File: config.mk
export PLATFORM = sky130hd
export DESIGN_NAME = sf_peak_detect
export DESIGN_NICKNAME = d
export VERILOG_FILES = /design/src/rtl/sf_pkg.sv /design/src/rtl/sf_desc_fifo.sv /design/src/rtl/sf_peak_detect.sv
export SDC_FILE = /design/constraint.sdc
export NUM_CORES = 1
export LEC_CHECK = 0
export CAP_MARGIN = 30
export CORE_MARGIN = 2
export CORE_UTILIZATION = 35
export CTS_CLUSTER_SIZE = 14
export DETAILED_ROUTE_END_ITERATION = 8
export PLACE_DENSITY_LB_ADDON = 0.05
export RECOVER_POWER = 50
export SYNTH_ARGS = -nofsm -noshare
export SYNTH_HDL_FRONTEND = slang
export SYNTH_HIERARCHICAL = 1
export SYNTH_SLANG_ARGS = --single-unit
File: constraint.sdc
create_clock -name clk -period 13.3 [get_ports clk]
set_clock_uncertainty 0.2 [all_clocks]
set_input_delay 2.66 -clock clk [delete_from_list [all_inputs] [get_ports clk]]
set_output_delay 2.66 -clock clk [all_outputs]
set_load 0.01 [all_outputs]
File: src/rtl/sf_pkg.sv
// Shared types and widths for the smoothing-filter peak detector.
package sf_pkg;

    // Sample and index widths shared with the upstream moving-average filter.
    localparam int DW = 16;
    localparam int IW = 10;

    typedef enum logic [1:0] {
        IDLE,
        BELOW,
        ABOVE
    } pd_state_t;

    typedef struct packed {
        logic [IW-1:0] index;
        logic [DW-1:0] value;
        logic [IW-1:0] width;
        logic          trunc;
    } peak_desc_t;

    // Increment that sticks at the all-ones value instead of wrapping.
    function automatic logic [IW-1:0] sat_inc(input logic [IW-1:0] v);
        return (v == '1) ? v : v + IW'(1);
    endfunction

endpackage

File: src/rtl/sf_desc_fifo.sv
// Show-ahead FIFO of peak descriptors; head entry is visible without a pop.
module sf_desc_fifo
    import sf_pkg::*;
#(
    parameter int DEPTH = 4
) (
    input  logic       clk,
    input  logic       rst,
    input  logic       push,
    input  peak_desc_t push_data,
    input  logic       pop,
    output peak_desc_t head,
    output logic       full,
    output logic       empty
);

    localparam int AW = (DEPTH > 1) ? $clog2(DEPTH) : 1;

    peak_desc_t    mem [DEPTH];
    logic [AW:0]   wr_ptr_reg;
    logic [AW:0]   rd_ptr_reg;
    logic          wr_en;
    logic          rd_en;

    // Extra pointer bit distinguishes full from empty when the slot bits match.
    assign empty = (wr_ptr_reg == rd_ptr_reg);
    assign full  = (wr_ptr_reg[AW] != rd_ptr_reg[AW]) &&
                   (wr_ptr_reg[AW-1:0] == rd_ptr_reg[AW-1:0]);

    // A pop frees the slot this cycle, so a full FIFO can still accept a push.
    assign rd_en = pop && !empty;
    assign wr_en = push && (!full || rd_en);

    // Head reads as zero while empty so stale storage never reaches the outputs.
    assign head = empty ? '0 : mem[rd_ptr_reg[AW-1:0]];

    // Storage array; contents need no reset because the pointers gate visibility.
    always_ff @(posedge clk) begin
        if (wr_en) begin
            mem[wr_ptr_reg[AW-1:0]] <= push_data;
        end
    end

    // Read and write pointers.
    always_ff @(posedge clk or posedge rst) begin
        if (rst) begin
            wr_ptr_reg <= '0;
            rd_ptr_reg <= '0;
        end else begin
            if (wr_en) wr_ptr_reg <= wr_ptr_reg + 1'b1;
            if (rd_en) rd_ptr_reg <= rd_ptr_reg + 1'b1;
        end
    end

endmodule

File: src/rtl/sf_peak_detect.sv
// Hysteresis peak detector with minimum-width rule and descriptor FIFO.
module sf_peak_detect
    import sf_pkg::*;
#(
    parameter int MIN_WIDTH  = 3,
    parameter int FIFO_DEPTH = 4
) (
    input  logic          clk,
    input  logic          rst,
    input  logic          in_valid,
    input  logic [DW-1:0] in_data,
    input  logic          in_first,
    input  logic          in_last,
    input  logic [DW-1:0] thr_hi,
    input  logic [DW-1:0] thr_lo,
    output logic          peak_valid,
    input  logic          peak_ready,
    output logic [IW-1:0] peak_index,
    output logic [DW-1:0] peak_value,
    output logic [IW-1:0] peak_width,
    output logic          peak_trunc,
    output logic          frame_done,
    output logic [IW-1:0] peak_count,
    output logic          overflow
);

    localparam logic [IW-1:0] MIN_W = IW'(MIN_WIDTH);

    pd_state_t     state_reg, state_next, cur_state;
    logic [DW-1:0] thr_hi_reg, thr_hi_next, thr_lo_reg, thr_lo_next;
    logic [DW-1:0] hi_eff, lo_eff;
    logic [IW-1:0] index_reg, index_next, cur_idx;
    logic [IW-1:0] count_reg, count_next;
    logic [IW-1:0] width_reg, width_next;
    logic [IW-1:0] max_idx_reg, max_idx_next;
    logic [DW-1:0] max_reg, max_next;
    logic          overflow_reg, overflow_next;
    logic          frame_done_reg, frame_done_next;
    logic          push, pop, drop, full, empty;
    peak_desc_t    push_desc, head_desc;

    // Evaluate one sample: frame restart, run tracking, close/truncate and push.
    always_comb begin
        state_next      = state_reg;
        thr_hi_next     = thr_hi_reg;
        thr_lo_next     = thr_lo_reg;
        index_next      = index_reg;
        count_next      = count_reg;
        width_next      = width_reg;
        max_next        = max_reg;
        max_idx_next    = max_idx_reg;
        overflow_next   = overflow_reg;
        frame_done_next = 1'b0;
        push            = 1'b0;
        push_desc       = '0;
        cur_state       = state_reg;
        cur_idx         = index_reg;
        hi_eff          = thr_hi_reg;
        lo_eff          = thr_lo_reg;

        // A frame start overrides whatever was in progress, including an open run.
        if (in_valid && in_first) begin
            hi_eff        = thr_hi;
            lo_eff        = (thr_lo > thr_hi) ? thr_hi : thr_lo;
            thr_hi_next   = hi_eff;
            thr_lo_next   = lo_eff;
            cur_state     = BELOW;
            cur_idx       = '0;
            count_next    = '0;
            overflow_next = 1'b0;
        end

        if (in_valid && cur_state != IDLE) begin
            index_next = sat_inc(cur_idx);
            state_next = cur_state;
            case (cur_state)
                BELOW: begin
                    if (in_data > hi_eff) begin
                        state_next   = ABOVE;
                        width_next   = IW'(1);
                        max_next     = in_data;
                        max_idx_next = cur_idx;
                    end
                end
                ABOVE: begin
                    if (in_data >= lo_eff) begin
                        width_next = sat_inc(width_reg);
                        // Strict compare keeps the first occurrence of the maximum.
                        if (in_data > max_reg) begin
                            max_next     = in_data;
                            max_idx_next = cur_idx;
                        end
                    end else begin
                        // Exit sample is not part of the run.
                        state_next = BELOW;
                        if (width_reg >= MIN_W) begin
                            push      = 1'b1;
                            push_desc = '{index: max_idx_reg, value: max_reg,
                                          width: width_reg, trunc: 1'b0};
                        end
                    end
                end
                default: ;
            endcase

            // End of frame: a run still open after this sample is pushed as truncated.
            if (in_last) begin
                if (state_next == ABOVE && width_next >= MIN_W) begin
                    push      = 1'b1;
                    push_desc = '{index: max_idx_next, value: max_next,
                                  width: width_next, trunc: 1'b1};
                end
                state_next      = IDLE;
                frame_done_next = 1'b1;
            end
        end

        pop  = peak_ready && !empty;
        drop = push && full && !pop;
        if (push && !drop) count_next = sat_inc(count_next);
        if (drop) overflow_next = 1'b1;
    end

    // Detector state and registered status outputs.
    always_ff @(posedge clk or posedge rst) begin
        if (rst) begin
            state_reg      <= IDLE;
            thr_hi_reg     <= '0;
            thr_lo_reg     <= '0;
            index_reg      <= '0;
            count_reg      <= '0;
            width_reg      <= '0;
            max_reg        <= '0;
            max_idx_reg    <= '0;
            overflow_reg   <= 1'b0;
            frame_done_reg <= 1'b0;
        end else begin
            state_reg      <= state_next;
            thr_hi_reg     <= thr_hi_next;
            thr_lo_reg     <= thr_lo_next;
            index_reg      <= index_next;
            count_reg      <= count_next;
            width_reg      <= width_next;
            max_reg        <= max_next;
            max_idx_reg    <= max_idx_next;
            overflow_reg   <= overflow_next;
            frame_done_reg <= frame_done_next;
        end
    end

    sf_desc_fifo #(
        .DEPTH(FIFO_DEPTH)
    ) u_fifo (
        .clk      (clk),
        .rst      (rst),
        .push     (push),
        .push_data(push_desc),
        .pop      (pop),
        .head     (head_desc),
        .full     (full),
        .empty    (empty)
    );

    assign peak_valid = !empty;
    assign peak_index = head_desc.index;
    assign peak_value = head_desc.value;
    assign peak_width = head_desc.width;
    assign peak_trunc = head_desc.trunc;
    assign frame_done = frame_done_reg;
    assign peak_count = count_reg;
    assign overflow   = overflow_reg;

endmodule

==> metrics.txt, run 1 <==
MaxCap Viol Count=4; number of synthesis warnings=6; Initial Util=between 30% and 40%; H-Tree Depth=1; slowest stage delay, CP=0.68 ns; Placed Cells=1558; Net count, final=1250; Hold Path Class=flip-flop to flip-flop; share of layout cells above drive strength 1=around a tenth; Period Utilization, post-route=between 70 and 80%; drt drc=0; First-pass DRT Iterations=5; Clk pin slew, worst setup/hold paths=around 0.060 ns; Post-CTS Hold Buffers=0; Die W=195.6 um; Final Max Tran Viols=175; total power=roughly 1.9 mW; Tmin final=10.29 ns; chip height=roughly 200 um; status=complete, but fails checks; commonest non-fill, non-tap cells in the layout=edfxtp_1 (148), dfrtp_1 (97), nand2_1 (91); power per cell area=126.2 mW/mm^2; first-pass GRT wire length=52.25 mm; vias=8486; post-route ant nets=0; antenna violations before repair=0; CTS tree=yes; Slew HR=-148.9%; post_cts resized=0; largest net degree at the start of global routing=83; post-synthesis instance total=1020; DRT iter0 DRCs=539; Peak VDD IR=96.19 uV; number of cell rows=70; Max Buffers Root-to-Sink=3; critical path class=input port to flip-flop; count of cell types in the netlist=between 70 and 80; number of global-route vias before repair=8759; top_reg_cell synth=edfxtp_1; Max FO, Critical Path=37; critical path's top delay family=compound AO/OA/AOI/OAI gates; Worst setup EP type=flip-flop; Post-synth EDFFs=148; IO Port Bufs=103; WL/cell=20.40 um; cts bufs inserted=29; fin util=41.78%; postcts setup bufs=0; final setup vio count=0; Post-DP HPWL=23.04 mm; Placeable Area=approximately 0.036 sq mm; commonest non-fill, non-tap cell in the layout=edfxtp_1; gp weighted congestion=0.8335; final hold violations=0; crit path max-delay cell type=clkbuf_1; Setup TNS Final=0 ns; FFs w/ async S/R, synth=39.84%; Sink Count=about 250; total gr overflow=0; post-synthesis register bit count=around 250; Seq/Total Area, Yosys=53.66%; GRT Overall Usage=between 10% and 20%; leak pwr=6.288 nW; I/O pin cnt=around 100; CP Launch Type=input port; ANT cells=0; Least-Margin Pin Slew=3.734 ns; Filler cells=3431; CP Buf/Inv Count=5; failing checks=max-capacitance violations, max-slew violations; most used cell, CP=o21a_1; Post-Syn Area=0.01285 sq mm; Die Area=0.03827 sq mm; max FFs per register=roughly 150; Mapped Avg Cell Area=12.60 sq um; Finished Layout Cells=1611; Clock Root Buffer=clkbuf_16; Arr. time, crit path=about 10 ns; Area Growth Syn to Fin=18.17%; worst skew pair latency=0.55 ns; vias per std cell=~5.3; Data required, critical path=between 10 and 15 ns; Mapped Nets=1149; RSZ-0062 raised after global routing=no; Peak Freq=0.09716 GHz; Post-Route WL=32.87 mm
path summary, 6_finish.rpt:
path                                             startpoint                                to  slack (ns)  depth (start not counted)
max                                               thr_hi[1]        u_fifo/mem[3][2]$_DFFE_PP_        3.01                         28
min                                 thr_lo_reg[4]$_DFF_PP0_           thr_lo_reg[4]$_DFF_PP0_        0.28                          2
max reg2reg                u_fifo/rd_ptr_reg[0]$_DFFE_PP0P_           peak_count[1]$_DFF_PP0_        6.06                         13
min reg2reg                         thr_lo_reg[4]$_DFF_PP0_           thr_lo_reg[4]$_DFF_PP0_        0.28                          2
max in group asynchronous                               rst        max_idx_reg[5]$_DFFE_PP0P_        5.97                          3
min in group asynchronous                               rst  u_fifo/rd_ptr_reg[0]$_DFFE_PP0P_        2.38                          2
routing by layer:
metal	up-vias	routed length [um]	GRT usage, %
met5	-	0	0
li1	4067	-	-
met1	4234	16280	25.75
met2	156	14950	28.15
met4	0	394	3.025
met3	29	1254	2.418
cell usage after synthesis (5+ instances only):
master / number / share of area, %
a32o_1: 11 / 0.86
nand2b_1: 6 / 0.29
inv_1: 61 / 1.8
and2_1: 15 / 0.73
clkbuf_1: 25 / 0.73
nand3_1: 25 / 0.97
and3_1: 13 / 0.63
o21ai_0: 50 / 1.9
o31ai_1: 10 / 0.58
dfrtp_1: 98 / 19
a211oi_1: 5 / 0.29
edfxtp_1: 148 / 35
nor2b_1: 43 / 2.1
xnor2_1: 8 / 0.55
ha_1: 75 / 7.3
buf_2: 8 / 0.31
nand4_1: 13 / 0.63
buf_6: 9 / 0.79
a21oi_1: 31 / 1.2
xor2_1: 6 / 0.41
a22o_1: 42 / 2.9
a21o_1: 9 / 0.53
a31oi_1: 8 / 0.39
mux2i_1: 35 / 2.7
nand2_1: 91 / 2.7
nor3_1: 15 / 0.58
mux4_2: 37 / 6.5
o21a_1: 26 / 1.5
and4_1: 5 / 0.34
nor2_1: 22 / 0.64
where the power goes:
| part | leakage, nW | internal [mW] | switching (mW) | total [mW] |
|---|---|---|---|---|
| registers | 2.93 | 0.851 | 0.0389 | 0.890 |
| logic | 2.93 | 0.126 | 0.169 | 0.295 |
| clock network | 0.428 | 0.419 | 0.313 | 0.732 |
area by class of cell:
cell class                      instances  area [sq um]  share of cell area (%)
Clock buffer                           35         748.2                   4.927
Multi-Input combinational cell        665          5409                   35.62
Sequential cell                       246          6898                   45.42
Inverter                               61         230.2                   1.516
Tap cell                              468         585.6                   3.856
Clock inverter                         18         126.4                  0.8321
Timing Repair Buffer                  118          1190                   7.835
metrics by stage:
stage / hold WS [ns] / area [sq um] / setup WS, ns
6_report: 0.2755 / 15190 / 3.008
5_1_grt: 0.2961 / 15190 / 2.193
4_1_cts: 0.2801 / 15280 / 4.202
3_5_place_dp: 0.2651 / 14410 / 3.635
3_3_place_gp: 0.2577 / 14300 / 3.572
2_1_floorplan: 0.2441 / 12850 / 4.497
kinds of logic after synthesis:
group,share of synthesized area [%]
XOR/XNOR,1.207
flip-flops,53.66
adder cells (fa/ha/maj),7.301
AND/OR/NAND/NOR,10.54
AO/OA/AOI/OAI,13.77
buffers and inverters,3.845
multiplexers,9.677
tightest hold or removal path: stages (launching register included):
cell     delay, ns
dfrtp_1       0.32
nand2_1       0.05
o21ai_0       0.06
No activity file was read; power rests on OpenSTA's default activity.
==> run 2, diff against run 1 <==
==> constraint.sdc (replaced) <==
create_clock -name clk -period 10 [get_ports clk]
set_clock_uncertainty 0.2 [all_clocks]
set_input_delay 2 -clock clk [delete_from_list [all_inputs] [get_ports clk]]
set_output_delay 2 -clock clk [all_outputs]
set_load 0.01 [all_outputs]
==> metrics.txt, run 2 (same netlist as run 1, synthesis figures left out) <==
Worst path depth=16 (-43%); Die Area=0.03827 sq mm (unchanged); vias per std cell=5.224 (-0.83%); chip height=195.6 um (unchanged); Clock Root Buffer=clkbuf_16; total gr overflow=0 (unchanged); Max FO, Critical Path=74 (+100%); vias=8431 (-0.65%); Clk pin slew, worst setup/hold paths=0.06 ns (about the same); DRT iter0 DRCs=630 (+17%); Placeable Area=0.03635 sq mm (unchanged); slowest stage delay, CP=1.90 ns (+1.22 ns); ANT cells=0 (unchanged); Arr. time, crit path=8.92 ns (-1.34 ns); drt drc=0 (unchanged); Max Buffers Root-to-Sink=3 (unchanged); Peak Freq=0.1125 GHz; Hold Path Class=flip-flop to flip-flop; internal reg-to-reg setup slack=3.65 ns (-2.41 ns); largest net degree at the start of global routing=75 (-9.6%); Hold Path Stages=2 (unchanged); worst setup margin=1.111 ns (-1.897 ns); max FFs per register=148 (unchanged); Reg2Reg Depth=13 (unchanged); Initial Util=35.36% (unchanged); Final Max Tran Viols=211 (+21%); Net count, final=1253 (+0.24%); failing checks=max-capacitance violations, max-slew violations; Slew HR=-151.0% (-2.0 points); I/O pin cnt=104 (unchanged); final setup vio count=0 (unchanged); status=complete, but fails checks; power per cell area=175.6 mW/mm^2 (+39%); cts bufs inserted=28 (-3.4%); H-Tree Depth=1 (unchanged); Placed Cells=1562 (+0.26%); commonest non-fill, non-tap cells in the layout=edfxtp_1 (148), dfrtp_1 (97), nand2_1 (91); Die W=195.6 um (unchanged); number of cell rows=70 (unchanged); post-route ant nets=0 (unchanged); First-pass DRT Iterations=7 (+2); hold_ws=0.2729 ns (-0.002628 ns); Post-DP HPWL=22.63 mm (-1.8%); Sink Count=246 (unchanged); WL/cell=19.91 um (-2.4%); Area Growth Syn to Fin=19.65%; MaxCap Viol Count=4 (unchanged); commonest non-fill, non-tap cell in the layout=edfxtp_1; worst path cell trace=dlygate4sd3_1 -> nand2_1 -> buf_4 -> mux2i_1 -> ha_1 -> nor2b_1 -> o211a_1 -> o21a_1 -> o31ai_1 -> a221oi_1 -> o21bai_1 -> and4bb_4 -> a21oi_2 -> or2_2 -> and3_2 -> buf_12; CP Buf/Inv Count=3 (-2); CP Launch Type=input port; Finished Layout Cells=1614 (+0.19%); critical path's top delay family=simple AND/OR/NAND/NOR gates; Tmin final=between 8 and 9 ns; first-pass GRT wire length=50.76 mm (-2.9%); crit path max-delay cell type=nand2_1; Post-Route WL=32.14 mm (-2.2%); Least-Margin Pin Slew=3.764 ns (+0.03062 ns); Setup TNS Final=0 ns (unchanged); Worst setup EP type=flip-flop; Post-CTS Hold Buffers=0 (unchanged); worst slack, placed=1.215 ns (-2.420 ns); number of global-route vias before repair=8653 (-1.2%); IO Port Bufs=103 (unchanged); final hold violations=0 (unchanged); Data required, critical path=10.03 ns (-3.23 ns); leak pwr=6.391 nW (+1.6%); gp weighted congestion=0.8591 (+3.1%); worst skew pair latency=0.54 ns (about the same); Peak VDD IR=125.1 uV (+30%); share of layout cells above drive strength 1=10.65% (+0.85 points); postcts setup bufs=0 (unchanged); antenna violations before repair=0 (unchanged); post_cts resized=0 (unchanged); RSZ-0062 raised after global routing=no; critical path class=input port to flip-flop; Period Utilization, post-route=88.89%; CTS tree=yes; GRT Overall Usage=17.00% (-0.57 points)
==> run 2: cell count changes in the layout (fill, tap and decap cells not counted), moves of 2 or more <==
cell | previous run | this run
clkbuf_1 | 11 | 13
a21oi_2 | 0 | 2
a21oi_1 | 33 | 31
o21ai_0 | 53 | 50
o21ai_1 | 0 | 2
buf_4 | 5 | 11
clkinv_4 | 2 | 0
clkinv_2 | 5 | 3
clkinv_1 | 7 | 1
clkbuf_8 | 0 | 3
bufinv_16 | 1 | 6
==> run 2: path summary, 6_finish.rpt <==
path | startpoint | to
hold reg to reg | thr_lo_reg[6]$_DFF_PP0_ | thr_lo_reg[6]$_DFF_PP0_
setup reg to reg | u_fifo/rd_ptr_reg[0]$_DFFE_PP0P_ | peak_count[1]$_DFF_PP0_
max in group asynchronous | rst | thr_hi_reg[7]$_DFF_PP0_
min in group asynchronous | rst | u_fifo/rd_ptr_reg[2]$_DFFE_PP0P_
setup / recovery | in_valid | u_fifo/mem[1][21]$_DFFE_PP_
hold / removal | thr_lo_reg[6]$_DFF_PP0_ | thr_lo_reg[6]$_DFF_PP0_
==> run 2: worst reg2reg max path: cells and delay by family (launching register included) <==
family	cells	cell delay, ns
buffers and inverters	3	2.94
DFF	1	0.33
xor gates and xnor gates	1	0.63
and+or+nand+nor	6	1.22
AOI/OAI and AO/OA	2	0.57
muxes	1	0.35
==> run 2: report_power, final <==
group          total, mW  switching, mW  internal, mW
Clock               1.13          0.411         0.722
Combinational      0.391          0.221         0.171
Sequential          1.18         0.0438          1.13
==> run 2: area by class of cell <==
cell class | count | area, sq um
sequential | 246 | 6898
clock buffer | 41 | 822.0
fill | 3414 | 20970
inverter | 61 | 230.2
clock inverter | 11 | 206.4
tap | 468 | 585.6
multi-input combinational | 665 | 5435
timing repair buffer | 122 | 1200
==> run 2: per-stage QoR <==
step / area [sq um] / power [mW] / utilization, %
4_1_cts: 15440 / 2.738 / 42.49
5_1_grt: 15380 / 2.836 / 42.31
6_report: 15380 / 2.700 / 42.31
2_1_floorplan: 12850 / 1.456 / -
3_3_place_gp: 14390 / 1.588 / 39.58
3_5_place_dp: 14420 / 1.592 / 39.66
==> run 2: per-layer routing <==
layer | vias up | track usage [%] | routed length [um]
li1 | 4059 | - | -
met1 | 4169 | 24.62 | 15800
met5 | - | 0 | 0
met4 | 0 | 2.997 | 389
met2 | 171 | 27.83 | 14780
met3 | 32 | 1.969 | 1170
==> run 3, diff against run 2 <==
--- a/config.mk
+++ b/config.mk
@@ -7,7 +7,7 @@
 export LEC_CHECK = 0
 export CAP_MARGIN = 30
 export CORE_MARGIN = 2
-export CORE_UTILIZATION = 35
+export CORE_UTILIZATION = 45
 export CTS_CLUSTER_SIZE = 14
 export DETAILED_ROUTE_END_ITERATION = 8
 export PLACE_DENSITY_LB_ADDON = 0.05
==> metrics.txt, run 3 (same netlist as run 1, synthesis figures left out) <==
internal reg-to-reg setup slack=2.86 ns (-0.79 ns); Clock Root Buffer=clkbuf_16; cts bufs inserted=27 (-3.6%); clock share of power=38.0% (-4.0 points); Placeable Area=0.02793 sq mm (-23%); largest net degree at the start of global routing=63 (-16%); RR Endpoint=u_fifo/mem[1][11]$_DFFE_PP_; H-Tree Depth=1 (unchanged); Arr. time, crit path=8.87 ns (-0.05 ns); final setup vio count=0 (unchanged); Peak VDD IR=119.1 uV (-4.8%); Clk pin slew, worst setup/hold paths=0.06 ns (about the same); crit path max-delay cell type=a21oi_1; Slew HR=-123.7% (+27 points); commonest non-fill, non-tap cell in the layout=edfxtp_1; postcts setup bufs=0 (unchanged); gp weighted congestion=0.8826 (+2.7%); worst skew pair latency=0.54 ns (about the same); CP Buf/Inv Count=5 (+2); number of cell rows=61 (-13%); Crit Reg-Reg Startpoint=u_fifo/rd_ptr_reg[0]$_DFFE_PP0P_; commonest non-fill, non-tap cells in the layout=edfxtp_1 (148), dfrtp_1 (97), nand2_1 (91); Max Buffers Root-to-Sink=3 (unchanged); post-route ant nets=0 (unchanged); share of power burned in registers=46.7% (+3.2 points); Die W=173 um (-12%); Reg2Reg Depth=10 (-3); drt drc=0 (unchanged); CP Launch Type=input port; antenna violations before repair=0 (unchanged); chip height=173 um (-12%); total gr overflow=0 (unchanged); Tmin final=8.802 ns (-0.08714 ns); Net count, final=1250 (-0.24%); Final Max Tran Viols=238 (+13%); Hold Startpoint=thr_lo_reg[5]$_DFF_PP0_; Hold Path Stages=2 (unchanged); leak pwr=6.290 nW (-1.6%); Setup TNS Final=0 ns (unchanged); Min-Delay Endpoint=thr_lo_reg[5]$_DFF_PP0_; Max FO, Critical Path=29 (-61%); slowest stage delay, CP=0.67 ns (-1.23 ns); ANT cells=0 (unchanged); Area Growth Syn to Fin=17.32%; vias=8364 (-0.79%); Post-DP HPWL=20.31 mm (-10%); worst slack, placed=1.038 ns (-0.1776 ns); vias per std cell=5.503 (+5.3%); DRT iter0 DRCs=581 (-7.8%); status=complete, but fails checks; post_cts resized=0 (unchanged); most used cell, CP=o21a_1; share of layout cells above drive strength 1=9.895% (-0.75 points); Data required, critical path=10.07 ns (+0.04 ns); Worst setup EP type=flip-flop; Die Area=0.02993 sq mm (-22%); met3 GRT Util=2.682% (+0.71 points); First-pass DRT Iterations=5 (-2); Comb power frac=15.3% (+0.8 points); Peak Freq=0.1136 GHz (+0.99%); Sink Count=246 (unchanged); WL/cell=19.11 um (-4.0%); GR Util met1=28.68% (+4.1 points); GRT Overall Usage=19.32% (+2.3 points); Post-Route WL=29.05 mm (-9.6%); failing checks=max-capacitance violations, max-slew violations; Initial Util=46.01% (+11 points); first-pass GRT wire length=46.44 mm (-8.5%); power per cell area=166.7 mW/mm^2 (-5.0%); CTS tree=yes; Pint=1.851 mW (-8.5%); MaxCap Viol Count=5 (+1); critical path's top delay family=compound AO/OA/AOI/OAI gates; max FFs per register=148 (unchanged); worst setup margin=1.198 ns (+0.08714 ns); met2 Usage GRT=30.85% (+3.0 points); Post-CTS Hold Buffers=0 (unchanged); hold_ws=0.2796 ns (+0.006686 ns); Hold Path Class=flip-flop to flip-flop; RSZ-0062 raised after global routing=no; Period Utilization, post-route=88.02% (-0.87 points); I/O pin cnt=104 (unchanged); IO Port Bufs=103 (unchanged); number of global-route vias before repair=8306 (-4.0%); final hold violations=0 (unchanged); gr busiest metal=met2; P_sw=0.6630 mW (-1.9%); Least-Margin Pin Slew=3.355 ns (-0.4090 ns); critical path class=input port to flip-flop; sw frac=26.37% (+1.3 points)
-- run 3: cell types whose count changed in the layout (fill, tap and decap cells not counted), moves of 3 or more --
cell / delta
buf_4: -3
clkinv_4: +3
clkbuf_16: -3
bufinv_16: -5
-- run 3: layout make-up --
| cell class | instances | area (sq um) |
|---|---|---|
| well taps | 378 | 473.0 |
| flip-flops and latches | 246 | 6898 |
| inverters | 61 | 230.2 |
| repair buffers | 120 | 1190 |
| clock inverters | 11 | 107.6 |
| fillers | 2491 | 12860 |
| clock buffers | 39 | 750.7 |
| multi-input cells | 665 | 5429 |
-- run 3: worst max path at each step --
stage,from,endpoint,slack (ns),depth (start not counted)
global route,u_fifo/rd_ptr_reg[0]$_DFFE_PP0P_,peak_value[2],0.62,6
detailed placement,thr_hi[1],u_fifo/mem[3][21]$_DFFE_PP_,1.04,28
global placement,thr_hi[1],u_fifo/mem[3][18]$_DFFE_PP_,1.11,28
floorplan,thr_hi[1],u_fifo/mem[3][0]$_DFFE_PP_,1.86,26
finish,thr_hi[1],u_fifo/mem[3][25]$_DFFE_PP_,1.20,28
CTS,thr_hi[1],u_fifo/mem[3][25]$_DFFE_PP_,1.55,28
-- run 3: power by group through the flow --
stage,Clock (mW),Sequential (mW),Combinational (mW)
final,0.955,1.17,0.384
after detailed placement,0,1.19,0.388
after CTS,0.980,1.17,0.390
after floorplan,0,1.18,0.276
after global routing,1.02,1.18,0.436
after global placement,0,1.19,0.385
-- run 3: through the flow --
stage          cells  utilization, %  instance area [sq um]  total power [mW]
4_1_cts         1520           54.22                  15150             2.543
6_report        1520           53.98                  15080             2.514
2_1_floorplan   1020               -                  12850             1.456
5_1_grt         1520           53.98                  15080             2.637
3_5_place_dp    1470           51.15                  14290             1.581
3_3_place_gp    1470           51.15                  14290             1.576
-- run 3: metal layers --
layer	wire (um)	share of wire, %
met5	0	0
met4	362	1.2
met3	1108	3.8
met1	14330	49
met2	13250	46
-- run 3: worst register-to-register path: stages, from the launching register on --
cell      delay [ns]
dfrtp_2         0.33
clkbuf_1        2.36
xor2_1          0.67
nor3_2          0.30
clkbuf_1        1.19
inv_1           0.16
nand2_1         0.24
inv_1           0.13
or4_1           0.58
and3_1          0.42
buf_12          0.28
